File: src/rtl/reg_bank_reader_pkg.sv
`default_nettype none
// ============================================================================
//  Module      : reg_bank_reader_pkg
//  Description : Shared constants and state encoding for the register-bank
//                reader. The default widths match the register bank and the
//                processor top.
//  Revision    : 1.0 - initial release
// ============================================================================
package reg_bank_reader_pkg;

    localparam int NUM_REGS_DEFAULT = 16;
    localparam int ADDR_W_DEFAULT   = 5;
    localparam int DATA_W_DEFAULT   = 16;

    typedef enum logic [1:0] {
        ST_IDLE = 2'd0,
        ST_REQ  = 2'd1,
        ST_WAIT = 2'd2,
        ST_SHOW = 2'd3
    } rbr_state_e;

endpackage
`default_nettype wire

File: src/rtl/reg_bank_reader_dwell_timer.sv
`default_nettype none
// ============================================================================
//  Module      : dwell_timer
//  Description : Free-running dwell counter with synchronous clear. It raises
//                a terminal-count pulse on the enabled cycle in which the
//                count sits at DWELL-1, then wraps to zero.
//  Revision    : 1.0 - initial release
// ============================================================================
module dwell_timer #(
    parameter int DWELL = 50_000_000
) (
    input  logic clk,
    input  logic rst,
    input  logic clr_i,
    input  logic en_i,
    output logic tc_o
);

    localparam int               CNT_W = (DWELL > 1) ? $clog2(DWELL) : 1;
    localparam logic [CNT_W-1:0] LAST  = CNT_W'(DWELL - 1);

    logic [CNT_W-1:0] cnt_q;
    logic [CNT_W-1:0] cnt_d;
    logic             at_last;

    assign at_last = (cnt_q == LAST);
    // A clear in the same cycle suppresses the terminal count.
    assign tc_o    = en_i && !clr_i && at_last;

    // Next count: clear wins, otherwise count and wrap at the terminal value.
    always_comb begin
        cnt_d = cnt_q;
        if (clr_i) begin
            cnt_d = '0;
        end else if (en_i) begin
            cnt_d = at_last ? '0 : cnt_q + 1'b1;
        end
    end

    // Counter register.
    always_ff @(posedge clk) begin
        if (rst) begin
            cnt_q <= '0;
        end else begin
            cnt_q <= cnt_d;
        end
    end

endmodule
`default_nettype wire

File: src/rtl/reg_bank_reader.sv
`default_nettype none
// ============================================================================
//  Module      : reg_bank_reader
//  Description : Walks the register bank through read port A, captures each
//                value for the display path and accumulates a modular
//                checksum over every full pass of the address space.
//  Revision    : 1.0 - initial release
// ============================================================================
module reg_bank_reader
    import reg_bank_reader_pkg::*;
#(
    parameter int NUM_REGS = NUM_REGS_DEFAULT,
    parameter int ADDR_W   = ADDR_W_DEFAULT,
    parameter int DATA_W   = DATA_W_DEFAULT,
    parameter int DWELL    = 50_000_000,
    parameter int READ_LAT = 1
) (
    input  logic              clk,
    input  logic              rst,
    input  logic              start_i,
    input  logic              stop_i,
    input  logic              auto_i,
    input  logic              step_i,
    input  logic [ADDR_W-1:0] first_addr_i,
    output logic              rd_req_o,
    input  logic              grant_i,
    output logic [ADDR_W-1:0] rd_addr_o,
    input  logic [DATA_W-1:0] rd_data_i,
    output logic [ADDR_W-1:0] disp_addr_o,
    output logic [DATA_W-1:0] disp_data_o,
    output logic              disp_valid_o,
    output logic              busy_o,
    output logic [DATA_W-1:0] sum_o,
    output logic              sum_valid_o
);

    localparam int                LAT_W        = (READ_LAT > 0) ? $clog2(READ_LAT + 1) : 1;
    localparam logic [LAT_W-1:0]  LAT_INIT     = LAT_W'(READ_LAT);
    // One extra bit so a bank that fills the whole address space still compares correctly.
    localparam logic [ADDR_W:0]   NUM_REGS_EXT = (ADDR_W + 1)'(NUM_REGS);
    localparam logic [ADDR_W-1:0] LAST_ADDR    = ADDR_W'(NUM_REGS - 1);

    rbr_state_e        state_q, state_d;
    logic [ADDR_W-1:0] cur_q, cur_d;
    logic [ADDR_W-1:0] base_q, base_d;
    logic [LAT_W-1:0]  lat_q, lat_d;
    logic [DATA_W-1:0] sum_q, sum_d;
    logic              sum_valid_q, sum_valid_d;
    logic [ADDR_W-1:0] disp_addr_q, disp_addr_d;
    logic [DATA_W-1:0] disp_data_q, disp_data_d;
    logic              disp_valid_q, disp_valid_d;
    logic              rd_req_q, busy_q;
    logic              auto_prev_q;

    logic [ADDR_W-1:0] first_addr_clamped;
    logic [ADDR_W-1:0] next_addr;
    logic              dwell_clr, dwell_en, dwell_tc;
    logic              advance;

    assign first_addr_clamped = ({1'b0, first_addr_i} >= NUM_REGS_EXT) ? '0 : first_addr_i;
    assign next_addr          = (cur_q == LAST_ADDR) ? '0 : cur_q + 1'b1;

    // The dwell count only runs in SHOW under auto mode; flipping auto restarts it.
    assign dwell_clr = (state_q != ST_SHOW) || (auto_i != auto_prev_q);
    assign dwell_en  = (state_q == ST_SHOW) && auto_i;
    assign advance   = auto_i ? dwell_tc : step_i;

    dwell_timer #(
        .DWELL (DWELL)
    ) u_dwell_timer (
        .clk   (clk),
        .rst   (rst),
        .clr_i (dwell_clr),
        .en_i  (dwell_en),
        .tc_o  (dwell_tc)
    );

    // Scan sequencing, capture and checksum bookkeeping.
    always_comb begin
        state_d      = state_q;
        cur_d        = cur_q;
        base_d       = base_q;
        lat_d        = lat_q;
        sum_d        = sum_q;
        sum_valid_d  = 1'b0;
        disp_addr_d  = disp_addr_q;
        disp_data_d  = disp_data_q;
        disp_valid_d = disp_valid_q;

        // The completed total is visible during the sum_valid pulse and is
        // zeroed on the edge that ends it, before the next capture can land.
        if (sum_valid_q) begin
            sum_d = '0;
        end

        if (stop_i) begin
            state_d = ST_IDLE;
        end else if (start_i) begin
            cur_d   = first_addr_clamped;
            base_d  = first_addr_clamped;
            sum_d   = '0;
            state_d = ST_REQ;
        end else begin
            case (state_q)
                ST_IDLE: begin
                    state_d = ST_IDLE;
                end
                ST_REQ: begin
                    if (grant_i) begin
                        lat_d   = LAT_INIT;
                        state_d = ST_WAIT;
                    end
                end
                ST_WAIT: begin
                    if (!grant_i) begin
                        state_d = ST_REQ;
                    end else if (lat_q == '0) begin
                        disp_addr_d  = cur_q;
                        disp_data_d  = rd_data_i;
                        disp_valid_d = 1'b1;
                        sum_d        = sum_q + rd_data_i;
                        state_d      = ST_SHOW;
                    end else begin
                        lat_d = lat_q - 1'b1;
                    end
                end
                ST_SHOW: begin
                    if (advance) begin
                        cur_d   = next_addr;
                        state_d = ST_REQ;
                        if (next_addr == base_q) begin
                            sum_valid_d = 1'b1;
                        end
                    end
                end
                default: begin
                    state_d = ST_IDLE;
                end
            endcase
        end
    end

    // State, datapath and registered output flops.
    always_ff @(posedge clk) begin
        if (rst) begin
            state_q      <= ST_IDLE;
            cur_q        <= '0;
            base_q       <= '0;
            lat_q        <= '0;
            sum_q        <= '0;
            sum_valid_q  <= 1'b0;
            disp_addr_q  <= '0;
            disp_data_q  <= '0;
            disp_valid_q <= 1'b0;
            rd_req_q     <= 1'b0;
            busy_q       <= 1'b0;
            auto_prev_q  <= 1'b0;
        end else begin
            state_q      <= state_d;
            cur_q        <= cur_d;
            base_q       <= base_d;
            lat_q        <= lat_d;
            sum_q        <= sum_d;
            sum_valid_q  <= sum_valid_d;
            disp_addr_q  <= disp_addr_d;
            disp_data_q  <= disp_data_d;
            disp_valid_q <= disp_valid_d;
            rd_req_q     <= (state_d == ST_REQ) || (state_d == ST_WAIT);
            busy_q       <= (state_d != ST_IDLE);
            auto_prev_q  <= auto_i;
        end
    end

    assign rd_req_o     = rd_req_q;
    assign rd_addr_o    = cur_q;
    assign disp_addr_o  = disp_addr_q;
    assign disp_data_o  = disp_data_q;
    assign disp_valid_o = disp_valid_q;
    assign busy_o       = busy_q;
    assign sum_o        = sum_q;
    assign sum_valid_o  = sum_valid_q;

endmodule
`default_nettype wire

File: config.mk
export PLATFORM = sky130hd
export DESIGN_NAME = reg_bank_reader
export DESIGN_NICKNAME = d
export VERILOG_FILES = /design/src/rtl/reg_bank_reader_pkg.sv /design/src/rtl/reg_bank_reader_dwell_timer.sv /design/src/rtl/reg_bank_reader.sv
export SDC_FILE = /design/constraint.sdc
export NUM_CORES = 1
export LEC_CHECK = 0
export CAP_MARGIN = 10
export CORE_ASPECT_RATIO = 0.75
export CORE_MARGIN = 1
export CORE_UTILIZATION = 55
export DETAILED_ROUTE_END_ITERATION = 7
export GPL_ROUTABILITY_DRIVEN = 0
export HOLD_SLACK_MARGIN = 0.05
export PLACE_DENSITY = 0.79
export SETUP_SLACK_MARGIN = 0.15
export SYNTH_ARGS = -nofsm -noshare
export SYNTH_HDL_FRONTEND = slang
export SYNTH_SLANG_ARGS = --single-unit
File: constraint.sdc
create_clock -name clk -period 3.4 [get_ports clk]
set_clock_uncertainty 0.2 [all_clocks]
set_input_delay 0.34 -clock clk [delete_from_list [all_inputs] [get_ports clk]]
set_output_delay 0.34 -clock clk [all_outputs]
set_load 0.02 [all_outputs]
==> results by group, run 1 <==
Clock tree
  • Hold buffers post-CTS: 0
  • CTS tree: yes
  • CTS Buf Count: 9
  • Post-CTS Repair Setup Buffers: 0
  • Post-cts resize count: 0
  • Skew-Pair Late Insertion Delay: around 0.36 ns
  • Clk sinks: 81
  • Root Driver: clkbuf_8
  • Max clock buf depth: 2
  • H-tree depth: 3
  • Clk slew on worst S/H paths: 0.09 ns

Synth
  • Synth unique cells: around 60
  • Synth warnings: 0
  • Synth Instances: approximately 520
  • Post-synth EDFFs: 0
  • Syn Nets: about 580
  • Avg Inst Size Synth: between 8 and 9 sq um
  • Top cell type's share of synthesized area: 0.380
  • Register area share after synthesis: 0.380
  • Area contributors post-synth: dfxtp_1, nand2_1, ha_1
  • Post-synth top flop: dfxtp_1
  • Mapped Area: 4270 sq um
  • #FFs+latches synth: around 80
  • Synth area leader: dfxtp_1
  • Post-synth ARST share: 0

Floorplan
  • Die H: about 80 um
  • Ports: 74
  • Rows: 27
  • Starting Density: 0.574
  • Core area: 7430 sq um
  • Chip width: just over 100 um
  • Die area: 8120 sq um

Detailed routing
  • Routed WL: around 11 mm
  • Drt via density: 5.70
  • Drt pass-1 iters: 4
  • WL/cell: about 15 um
  • DR iter-0 viols: 220
  • DR vias: 4,013
  • Routed Antenna Nets: 0
  • Number of remaining DRC errors: 0

Cells and area
  • Commonest non-fill, non-tap cells in the layout: dfxtp_1, nand2_1, clkdlybuf4s50_1, nor2_1, a21oi_1
  • Final instance area: about 5400 sq um
  • Most common cell after layout, fill and taps aside: dfxtp_1
  • Diodes inserted: 0
  • Ratio of cells with drive above 1 in the final layout: 0.0564
  • Area Growth Syn to Fin: 25.5%
  • Fill count: ~610
  • Final #Nets: 650

STA
  • RSZ-0062 raised after global routing: no
  • Final Max Slew Viols: 0
  • Minimum clock period after layout: ~2.8 ns
  • TNS Setup: 0 ns
  • Setup WS post-layout: about 0.64 ns
  • Setup violators final: 0
  • Tcrit/Tclk final: 0.812
  • Slew HR: 0.318
  • Final hold violation count: 0
  • Worst-Margin Slew: around 1 ns
  • Max Clock Freq: 0.362 GHz

Global routing
  • First-pass GRT wire length: about 18 mm
  • Vias in the first global route: ~3,800
  • GRT Overall Usage: 0.274
  • GRT overflow: 0
  • Largest net degree at the start of global routing: 26
  • Initial antenna violation count: 0

Worst setup path
  • Arr. time, crit path: 2.78 ns
  • Data required, critical path: ~3.4 ns
  • Crit start category: flip-flop
  • CP Class: reg -> reg
  • CP endpoint kind: flip-flop
  • Worst-path maximum fanout: 8

Power
  • PD cells: 362 nW/um^2
  • LEAKAGE: between 0.0015 and 0.002 uW
  • Max VDD drop: approximately 0.33 mV

Worst hold path
  • Hold Crit Class: reg -> reg

Place
  • Placement Setup Slack: about 0.5 ns
  • IO buf count: between 70 and 80
  • Post-DP Area: just over 5000 sq um
  • Final HPWL DP: between 7 and 8 mm

Run status
  • Status: finished, final reports clean

Run
  • Maxcap violations: 0
## area by class of cell
cell class	count	area, sq um	area share
multi-input combinational	408	2510	0.469
timing repair buffer	82	798	0.149
sequential	81	1620	0.303
clock inverter	5	86.3	0.0161
clock buffer	11	151	0.0283
tap	101	126	0.0236
inverter	16	60.1	0.0112
## through the flow
stage | total power [uW] | hold slack (ns) | util | std cells
after CTS | 1940 | 0.258 | 0.721 | 704
after global routing | 2000 | 0.287 | 0.721 | 704
after global placement | 1120 | 0.242 | 0.689 | 688
after detailed placement | 1120 | 0.247 | 0.689 | 688
final | 1940 | 0.257 | 0.721 | 704
after floorplan | 1060 | 0.248 | - | 524
## synth_stat cells (2+ instances only)
master and number:
o311a_1 2, nor2b_1 15, a21boi_0 3, o21ai_0 13, xnor2_1 21, clkbuf_1 10
nor3b_1 2, dfxtp_1 81, buf_1 5, nand2_1 78, xor2_1 17, nor4b_1 2
a21o_1 8, ha_1 23, nand2b_1 2, a21oi_1 43, o211ai_1 4, nand3b_1 4
buf_2 3, nor2_1 60, nand3_1 22, and4_1 3, and3b_1 2, a32oi_1 3
nand4_1 7, or3_1 3, or2_2 2, o21a_1 5, a31oi_1 3, a221oi_1 2
a22oi_1 5, o2111ai_1 2, and3_1 7, mux2i_1 2, and2_1 4, nor3_1 13
inv_1 16, o31ai_1 4
## worst max-delay path: stages, from the launching register on
cell	delay, ns
dfxtp_1	0.43
ha_1	0.38
and4_1	0.40
nand2_4	0.11
nor3_1	0.22
a22oi_1	0.15
a41oi_1	0.32
ha_1	0.28
nor2b_1	0.13
## final timing paths
path / slack [ns] / to / from / depth (start not counted)
setup / recovery: 0.64 / rd_req_o$_SDFF_PP0_ / state_q[1]$_SDFF_PP0_ / 8
hold / removal: 0.26 / disp_data_o[4]$_SDFFE_PP0P_ / disp_data_o[4]$_SDFFE_PP0P_ / 2
setup reg to reg: 0.64 / rd_req_o$_SDFF_PP0_ / state_q[1]$_SDFF_PP0_ / 8
hold reg to reg: 0.26 / disp_data_o[4]$_SDFFE_PP0P_ / disp_data_o[4]$_SDFFE_PP0P_ / 2
## sequential cells by signal, indices dropped and copies added (netlist names)
register,flops
lat_q,1
sum_valid_o,1
busy_o,1
rd_addr_o,5
sum_o,16
rd_req_o,1
base_q,5
disp_valid_o,1
auto_prev_q,1
state_q,2
disp_addr_o,5
u_dwell_timer.cnt_q,26
disp_data_o,16
## cell families (layout without fill, tap and decap cells)
group | count (synthesis) | in the layout | synth area share
AOI/OAI and AO/OA | 112 | 112 | 0.173
adders and majority gates | 24 | 24 | 0.0721
buffers and inverters | 35 | 114 | 0.0325
muxes | 2 | 2 | 0.00469
xor gates and xnor gates | 38 | 38 | 0.0780
DFF | 81 | 81 | 0.380
and+or+nand+nor | 232 | 232 | 0.260
## where the power goes
part	internal (uW)	leakage, uW	total (uW)	switching (uW)
Combinational	68.3	0.00121	145	76.3
Sequential	954	0.000654	960	6.85
Clock	459	0.000114	833	375
Total	1480	0.00197	1940	458
## per-layer routing
metal | part of all wire | GRT usage | up-vias | routed length [um]
met5 | 0 | 0 | - | 0
met4 | 0.0096 | 0.0757 | 0 | 102
met3 | 0.062 | 0.0532 | 9 | 655
met2 | 0.44 | 0.425 | 125 | 4620
met1 | 0.49 | 0.389 | 1900 | 5230
li1 | - | - | 1979 | -
No activity file was read; power rests on OpenSTA's default activity.
==> run 2: changes to the inputs <==
--- a/config.mk
+++ b/config.mk
@@ -8,11 +8,11 @@
 export CAP_MARGIN = 10
 export CORE_ASPECT_RATIO = 0.75
 export CORE_MARGIN = 1
-export CORE_UTILIZATION = 55
+export CORE_UTILIZATION = 48
 export DETAILED_ROUTE_END_ITERATION = 7
 export GPL_ROUTABILITY_DRIVEN = 0
 export HOLD_SLACK_MARGIN = 0.05
-export PLACE_DENSITY = 0.79
+export PLACE_DENSITY = 0.72
 export SETUP_SLACK_MARGIN = 0.15
 export SYNTH_ARGS = -nofsm -noshare
 export SYNTH_HDL_FRONTEND = slang
==> constraint.sdc (replaced) <==
create_clock -name clk -period 2.45 [get_ports clk]
set_clock_uncertainty 0.2 [all_clocks]
set_input_delay 0.245 -clock clk [delete_from_list [all_inputs] [get_ports clk]]
set_output_delay 0.245 -clock clk [all_outputs]
set_load 0.02 [all_outputs]
==> results by group, run 2 (synthesis results as in run 1) <==
Worst setup path
  • Worst-path maximum fanout: 3
  • Data required, critical path: around 2.5 ns
  • Worst setup startpoint: sum_o[12]$_SDFF_PP0_
  • Crit start category: flip-flop
  • Worst r2r src: sum_o[12]$_SDFF_PP0_
  • Arr. time, crit path: approximately 2.3 ns
  • CP Class: reg -> reg
  • CP endpoint kind: flip-flop

Cells and area
  • Most common cell after layout, fill and taps aside: nand2_1
  • Ratio of cells with drive above 1 in the final layout: 0.166
  • Register with the most flip-flops: u_dwell_timer.cnt_q
  • Final #Nets: ~700
  • Diodes inserted: 0
  • Final core occ: 0.703
  • Area Growth Syn to Fin: 40.5%
  • Commonest non-fill, non-tap cells in the layout: nand2_1, dfxtp_1, clkdlybuf4s50_1, nor2_1, buf_4
  • Max reg flops: 26

Place
  • IO buf count: between 70 and 80
  • Final HPWL DP: roughly 8.5 mm
  • Placement Setup Slack: -0.321 ns

Detailed routing
  • Routed Antenna Nets: 0
  • Routed WL: between 10 and 15 mm
  • DR iter-0 viols: 255
  • Drt via density: 5.53
  • WL/cell: between 15 and 20 um
  • Drt pass-1 iters: 5
  • Number of remaining DRC errors: 0
  • DR vias: 4,227

Clock tree
  • CTS Buf Count: 9
  • Clk sinks: just over 80
  • H-tree depth: 3
  • Root Driver: clkbuf_16
  • Skew-Pair Late Insertion Delay: around 0.34 ns
  • CTS tree: yes
  • Clk slew on worst S/H paths: around 0.060 ns
  • Max clock buf depth: 2

Floorplan
  • Die area: around 9300 sq um
  • Core area: 8530 sq um
  • Ports: 74
  • Chip width: approximately 110 um
  • Die H: 83.7 um
  • Rows: 29
  • Starting Density: 0.501

Power
  • Reg power frac: 0.447
  • Switching Fraction: 0.224
  • Overall power: slightly below 3000 uW
  • Max VDD drop: between 0.4 and 0.5 mV
  • LEAKAGE: roughly 0.0023 uW
  • PD cells: 497 nW/um^2
  • Clk pwr share: 0.474
  • Net Switching: 666 uW
  • Internal power: between 2000 and 2500 uW
  • Combinational power share: 0.078

Global routing
  • Initial antenna violation count: 0
  • Largest net degree at the start of global routing: 32
  • First-pass GRT wire length: approximately 19 mm
  • GRT overflow: 0
  • Vias in the first global route: about 4,000
  • GRT Overall Usage: 0.255

STA
  • Minimum clock period after layout: ~2.3 ns
  • Tcrit/Tclk final: 0.927
  • Slew HR: 0.717
  • Final hold violation count: 0
  • Max Clock Freq: between 0.4 and 0.5 GHz
  • Worst-Margin Slew: approximately 0.42 ns
  • Setup WS post-layout: around 0.18 ns
  • TNS Setup: 0 ns
  • Hold slack final: around 0.036 ns
  • RSZ-0062 raised after global routing: yes
  • Final Max Slew Viols: 0
  • Setup violators final: 0

Run
  • Maxcap violations: 0

Run status
  • Status: finished, final reports clean

Worst hold path
  • Hold Crit Class: in -> reg
  • Hold_sp: rd_data_i[3]
[run 2: changes by cell type in the layout (fill, tap and decap cells not counted), moves of 4 or more]
cell	delta
ha_4	+4
clkbuf_8	-8
clkbuf_16	+9
clkdlybuf4s50_1	-6
ha_1	-4
buf_4	+51
dfxtp_1	-4
dlymetal6s2s_1	+4
[run 2: stage by stage]
stage / instances / cell area [sq um]
6_report: 765 / 5990
5_1_grt: 765 / 5990
4_1_cts: 759 / 5870
3_5_place_dp: 741 / 5490
3_3_place_gp: 741 / 5490
2_1_floorplan: 524 / 4270
[run 2: final timing paths]
| kind | to | slack, ns | cells past startpoint |
|---|---|---|---|
| worst max-delay path | sum_o[15]$_SDFF_PP0_ | 0.18 | 7 |
| worst min-delay path | disp_data_o[3]$_SDFFE_PP0P_ | 0.04 | 3 |
| worst max register to register | sum_o[15]$_SDFF_PP0_ | 0.18 | 7 |
| worst min register to register | disp_addr_o[4]$_SDFFE_PP0P_ | 0.25 | 2 |
[run 2: power by group through the flow]
stage	sequential, uW	clock [uW]	combinational [uW]
2_1_floorplan	1370	0	102
3_3_place_gp	1360	0	217
3_5_place_dp	1360	0	221
4_1_cts	1330	1440	224
5_1_grt	1330	1490	254
6_report	1330	1410	234
[run 2: per-layer routing]
metal  routed length, um  vias up  global-route usage
met5                   0        -                   0
met4                  80        0              0.0703
met3                 696       10              0.0632
met2                5240      112               0.390
met1                5700     2007               0.356
li1                    -     2098                   -
[run 2: cell type report]
cell class	instances	area [sq um]
multi-input cells	408	2630
well taps	108	135
clock buffers	12	267
inverters	16	60.1
repair buffers	136	1220
clock inverters	4	50.0
flip-flops and latches	81	1630
fillers	689	2530
[run 2: timing repair]
item	CTS	global route
hold buffers	0	2
hold endpoints to repair	0	2
setup endpoints to repair	7	16
gates resized for setup	10	22
pin swaps	8	19
buffers inserted	2	4
[run 2: worst max-delay path: stages, from the launching register on]
cell	delay, ns
dfxtp_2	0.33
ha_1	0.32
a21o_1	0.20
a31o_2	0.25
a31oi_1	0.17
a21boi_1	0.11
or4_4	0.52
o311ai_2	0.08
